`src/rtl/puf_pkg.sv`:
```
// Shared constants and FSM state type for the arbiter-PUF response demultiplexer.
package puf_pkg;

  localparam int unsigned N_LANES_DEF = 16;
  localparam int unsigned SEL_W_DEF   = 4;

  typedef enum logic [1:0] {
    IDLE,
    COLLECT,
    DONE
  } demux_state_t;

endpackage

```
`src/rtl/puf_lane_ctr.sv`:
```
// Lane index counter: synchronous clear, count enable, natural wrap at 2**SEL_W.
module puf_lane_ctr #(
  parameter int unsigned SEL_W = 4
) (
  input  logic             clk,
  input  logic             reset,
  input  logic             clr,
  input  logic             en,
  output logic [SEL_W-1:0] cnt
);

  logic [SEL_W-1:0] cnt_q;

  always_ff @(posedge clk) begin
    if (reset || clr) begin
      cnt_q <= '0;
    end else if (en) begin
      cnt_q <= cnt_q + SEL_W'(1);
    end
  end

  assign cnt = cnt_q;

endmodule

```
`src/rtl/puf_resp_demux16.sv`:
```
// Serial arbiter bit to 16-lane response demux with valid/ready output.
// Optional resp_parity output enabled by defining PUF_PARITY_EN.
module puf_resp_demux16
  import puf_pkg::*;
#(
  parameter int unsigned N_LANES = N_LANES_DEF,
  localparam int unsigned SEL_W  = $clog2(N_LANES)
) (
  input  logic               clk,
  input  logic               reset,
  input  logic               start,
  input  logic               auto_sel,
  input  logic [SEL_W-1:0]   se,
  input  logic               bit_in,
  input  logic               bit_valid,
  input  logic               resp_ready,
  output logic [SEL_W-1:0]   sel_out,
  output logic               busy,
  output logic [N_LANES-1:0] resp,
  output logic [N_LANES-1:0] lane_mask,
  output logic               resp_valid,
  output logic               err_dup
`ifdef PUF_PARITY_EN
  ,
  output logic               resp_parity
`endif
);

  demux_state_t       state_q, state_d;
  logic [N_LANES-1:0] resp_q, resp_d;
  logic [N_LANES-1:0] mask_q, mask_d;
  logic               err_q, err_d;
  logic               ctr_clr, ctr_en;
  logic [SEL_W-1:0]   cnt;
  logic [SEL_W-1:0]   lane;

  puf_lane_ctr #(
    .SEL_W (SEL_W)
  ) u_lane_ctr (
    .clk   (clk),
    .reset (reset),
    .clr   (ctr_clr),
    .en    (ctr_en),
    .cnt   (cnt)
  );

  assign lane = auto_sel ? cnt : se;

  always_comb begin
    state_d = state_q;
    resp_d  = resp_q;
    mask_d  = mask_q;
    err_d   = err_q;
    ctr_clr = 1'b0;
    ctr_en  = 1'b0;
    case (state_q)
      IDLE: begin
        if (start) begin
          state_d = COLLECT;
          resp_d  = '0;
          mask_d  = '0;
          err_d   = 1'b0;
          ctr_clr = 1'b1;
        end
      end
      COLLECT: begin
        // Restart takes priority over a coincident bit.
        if (start) begin
          resp_d  = '0;
          mask_d  = '0;
          err_d   = 1'b0;
          ctr_clr = 1'b1;
        end else if (bit_valid) begin
          if (!mask_q[lane]) begin
            resp_d[lane] = bit_in;
            mask_d[lane] = 1'b1;
          end else begin
            err_d = 1'b1;
          end
          ctr_en = auto_sel;
          if (&mask_d) state_d = DONE;
        end
      end
      DONE: begin
        if (resp_ready) state_d = IDLE;
      end
      default: state_d = IDLE;
    endcase
  end

  always_ff @(posedge clk) begin
    if (reset) begin
      state_q <= IDLE;
      resp_q  <= '0;
      mask_q  <= '0;
      err_q   <= 1'b0;
    end else begin
      state_q <= state_d;
      resp_q  <= resp_d;
      mask_q  <= mask_d;
      err_q   <= err_d;
    end
  end

`ifdef PUF_PARITY_EN
  logic parity_q;

  always_ff @(posedge clk) begin
    if (reset) begin
      parity_q <= 1'b0;
    end else if (state_q == COLLECT && state_d == DONE) begin
      parity_q <= ^resp_d;
    end
  end

  assign resp_parity = parity_q;
`endif

  assign sel_out    = cnt;
  assign busy       = (state_q == COLLECT);
  assign resp_valid = (state_q == DONE);
  assign resp       = resp_q;
  assign lane_mask  = mask_q;
  assign err_dup    = err_q;

endmodule

```
`config.mk`:
```
export PLATFORM = sky130hd
export DESIGN_NAME = puf_resp_demux16
export DESIGN_NICKNAME = d
export VERILOG_FILES = /design/src/rtl/puf_pkg.sv /design/src/rtl/puf_lane_ctr.sv /design/src/rtl/puf_resp_demux16.sv
export SDC_FILE = /design/constraint.sdc
export NUM_CORES = 1
export LEC_CHECK = 0
export CAP_MARGIN = 0
export CELL_PAD_IN_SITES_DETAIL_PLACEMENT = 1
export CELL_PAD_IN_SITES_GLOBAL_PLACEMENT = 2
export CORE_MARGIN = 4
export CORE_UTILIZATION = 29
export DETAILED_ROUTE_END_ITERATION = 10
export PLACE_DENSITY_LB_ADDON = 0.1
export SYNTH_ARGS = -nofsm -noshare
export SYNTH_HDL_FRONTEND = slang
export SYNTH_SLANG_ARGS = --single-unit
```
`constraint.sdc`:
```
create_clock -name clk -period 2.5 [get_ports clk]
set_input_delay 0.5 -clock clk [delete_from_list [all_inputs] [get_ports clk]]
set_output_delay 0.5 -clock clk [all_outputs]
set_load 0.1 [all_outputs]
```
==> out/qor_table.md, run 1 <==
| Parameter | This run | Unit |
| --- | --- | --- |
| Hold Path Depth | 2 | - |
| Layout net count | 421 | - |
| Average routed wire per standard cell | 18.40 | µm |
| Result of the run | finished, final reports clean | - |
| Clock tree sinks | 39 | - |
| Most frequent cells after synthesis | nor2_1 (48), dfxtp_1 (39), a21oi_1 (38) | - |
| Storage cell area | 787.0 | µm² |
| Hold violation total from the final report | 0 | - |
| Kind of start point of the critical path | input pin | - |
| Top-level port count | 50 | - |
| Number of cells produced by synthesis | 306 | - |
| Critical path class | in -> reg | - |
| Post-synthesis area per instance | 7.728 | µm² |
| Hold_ws | 0.4733 | ns |
| Number of port buffers | 49 | - |
| Worst flop-to-flop path endpoint | err_dup$_SDFFE_PP0P_ | - |
| Fillers | 1021 | - |
| Largest net degree at the start of global routing | 19 | - |
| Full die area | 9663 | µm² |
| Total GRT Usage | 19.37 | % |
| First-pass GRT wire length | 14980 | µm |
| RSZ-0062 raised after global routing | false | - |
| Areal power density over the cells | 384.9 | nW/µm² |
| Largest cells by area after synthesis | dfxtp_1 (33%), a21oi_1 (8.0%), nor2_1 (7.6%), o21a_1 (4.1%), o21ai_0 (4.0%) | - |
| Vias in the first global route | 2773 | - |
| Max Clk Rate | 430.4 | MHz |
| Distinct cell type count after synthesis | 58 | - |
| Ratio of cells with drive above 1 in the final layout | 32.44 | % |
| Static leakage | 1.425 | nW |
| Critical path fanouts, max | 4 | - |
| Multi-input logic area | 1488 | µm² |
| Final-report max-slew violation count | 0 | - |
| Number of design-rule violations left by the first detailed-router iteration | 102 | - |
| Clock Tree Root | clkbuf_8 | - |
| Number of flip-flops and latches in the synthesized netlist | 39 | - |
| Post-synthesis net count | 318 | - |
| Post-layout worst setup margin | 0.1765 | ns |
| Beginning of the worst hold path | resp[11]$_SDFFE_PP0P_ | - |
| Antenna violations before repair | 0 | - |
| DR vias/cell | 5.293 | - |
| Async SR Flop Fraction | 0 | % |
| Total global routing overflow | 0 | - |
| Leading area contributor after synthesis | dfxtp_1 | - |
| Max Clock Skew | 0.01432 | ns |
| Required time of the worst setup path | 2.74 | ns |
| Kind of end point of the critical path | register | - |
| DRC violation count after routing | 0 | - |
| Final setup viols | 0 | - |
| Vias post-DR | 2710 | - |
| Clock tree buffer depth | 2 | - |
| Starting utilization of the core area | 30.13 | % |
| Reg2Reg Setup Slack | 0.27 | ns |
| Slew at the pin closest to its max-slew limit | 1.026 | ns |
| Number of CTS-inserted buffers | 5 | - |
| Clock transition at the register clock pins on the worst setup and hold paths after CTS | 0.09 | ns |
| Post-placement setup slack | -0.4470 | ns |
| 1st-pass router iterations | 5 | - |
| Final cell utilization of the core | 43.72 | % |
| Number of cells traversed by the worst register-to-register path | 8 | - |
| Slew margin rel. | 31.32 | % |
| Core Box Area | 7848 | µm² |
| Most frequently used cell type in the post-synthesis netlist | nor2_1 | - |
| Half-perimeter wire length after placement | 7507 | µm |
| H-tree depth | 2 | - |
| Routed wire length | 9420 | µm |
| R2R Path Start | u_lane_ctr.cnt[0]$_SDFFE_PP0P_ | - |
| Predominant post-synthesis flop cell | dfxtp_1 | - |
| Clock tree from TritonCTS | yes | - |
| Area share of the largest cell type after synthesis | 33.02 | % |
| Clock latency reported for the late side of the worst-skew pair | 0.30 | ns |
| Sequential fraction of the synthesis area | 33.02 | % |
| IR Drop Worst-Case VDD | 0.1820 | mV |
| Critical path arrival | 2.56 | ns |
| Routability congestion estimate from global placement | 0.8604 | - |
| P&R area growth vs syn | 45.08 | % |
| Worst Hold Class | reg -> reg | - |
| Total number of placement rows | 32 | - |
| Post-route minimum period | 2.323 | ns |
| Antenna-violating nets left | 0 | - |
| Hold EP | resp[11]$_SDFFE_PP0P_ | - |
| Horizontal extent of the die | 98.30 | µm |
| Area of the mapped netlist | 2365 | µm² |
| Overall die height | 98.30 | µm |
| MaxCap Viol Count | 0 | - |
| Yosys warning total | 0 | - |
| Fin crit share | 92.94 | % |
| Number of diodes added for antenna fixing | 0 | - |
| Post-synth EDFFs | 0 | - |
## area by class of cell
cell class,count,area share [%]
inverter,8,0.8753
multi-input combinational,238,43.36
sequential,39,22.94
timing repair buffer,117,26.44
clock inverter,1,0.1459
clock buffer,7,2.516
tap,102,3.720
## flip-flops by register name (all words and copies together) (netlist names)
name,count
lane_mask,16
resp,16
u_lane_ctr.cnt,4
state_q,2
err_dup,1
## layout by cell type, fill, tap and decap left out, types with 2 or more instances in the layout
master           Yosys  routed
nor3_2               0       3
nand2_1             13      13
o21a_1              13      13
and2_1               4       4
nor3_1               6       3
nor2b_1              6       5
or4_1                9       9
nor3b_1              2       2
buf_6                2       2
nand3_1             14      14
o21ai_0             19      19
nand2b_1             5       5
dfxtp_2              0       2
inv_1                8       8
a31oi_1              5       5
mux2i_1              6       6
nor2_1              48      48
nor4bb_1             3       3
nor4_1               2       2
clkbuf_8             0       6
a21oi_1             38      38
nand3b_1             2       2
a21o_1               2       2
dfxtp_1             39      36
a22oi_1              4       4
and3b_1              3       3
o31ai_1              2       2
clkdlybuf4s50_1      0       7
buf_4                1     105
## kinds of logic (layout without fill, tap and decap cells)
logic type	Yosys count	count (layout)	synth area share, %
AOI/OAI and AO/OA	102	102	28.41
xor gates and xnor gates	2	2	0.7409
adders and majority gates	1	1	0.5290
buffers and inverters	29	133	5.556
DFF	39	39	33.02
muxes	6	6	2.540
and+or+nand+nor	127	127	29.21
## per-layer routing
| metal | track usage, % | vias up | wire [µm] |
|---|---|---|---|
| met4 | 3.151 | 0 | 88 |
| met5 | 0 | - | 0 |
| met3 | 2.786 | 7 | 359 |
| met2 | 31.93 | 48 | 4355 |
| li1 | - | 1325 | - |
| met1 | 27.28 | 1330 | 4617 |
## stage by stage
step	setup TNS, ns	cell area (µm²)	power (mW)	std cells
after floorplan	0	2379	0.7550	306
after global placement	-8.395	3301	0.8689	503
after detailed placement	-10.21	3301	0.8699	503
after CTS	0	3405	1.338	512
after global routing	0	3431	1.382	512
final	0	3431	1.321	512
## worst max path at each step
stage                                        start                          to  slack, ns  depth (start not counted)
global placement                          auto_sel     state_q[1]$_SDFFE_PP0P_      -0.38                          9
detailed placement                        auto_sel        err_dup$_SDFFE_PP0P_      -0.45                          9
global route                                 se[3]        resp[2]$_SDFFE_PP0P_       0.04                          8
CTS                                          se[1]  lane_mask[12]$_SDFFE_PP0P_     0.0007                         12
finish                                       se[3]        resp[2]$_SDFFE_PP0P_       0.18                          8
floorplan           u_lane_ctr.cnt[0]$_SDFFE_PP0P_        resp[9]$_SDFFE_PP0P_       0.08                          9
## repair_timing
item	4_1_cts	5_1_grt
endpoints found under the setup margin	21	23
gates resized for setup	3	9
pin swaps	1	0
buffers inserted	1	0
hold buffers	0	0
## power by group
group	internal (mW)	switching, mW
sequential	0.622	0.00366
combinational	0.0967	0.135
clock	0.223	0.239
## critical path, cell delays in order
cell and delay [ns]:
clkdlybuf4s50_1 0.47, nor3_1 0.26, a21oi_1 0.19, buf_4 0.23, nor3_1 0.26, nor2_1 0.09, or4_1 0.42, a21oi_1 0.15
No activity file was read; power rests on OpenSTA's default activity.
==> run 2, diff against run 1 <==
--- a/config.mk
+++ b/config.mk
@@ -10,6 +10,7 @@
 export CELL_PAD_IN_SITES_GLOBAL_PLACEMENT = 2
 export CORE_MARGIN = 4
 export CORE_UTILIZATION = 29
+export CTS_CLUSTER_SIZE = 30
 export DETAILED_ROUTE_END_ITERATION = 10
 export PLACE_DENSITY_LB_ADDON = 0.1
 export SYNTH_ARGS = -nofsm -noshare
==> results of run 2 <==
Final layout, timing and power as in run 1 (identical DEF).
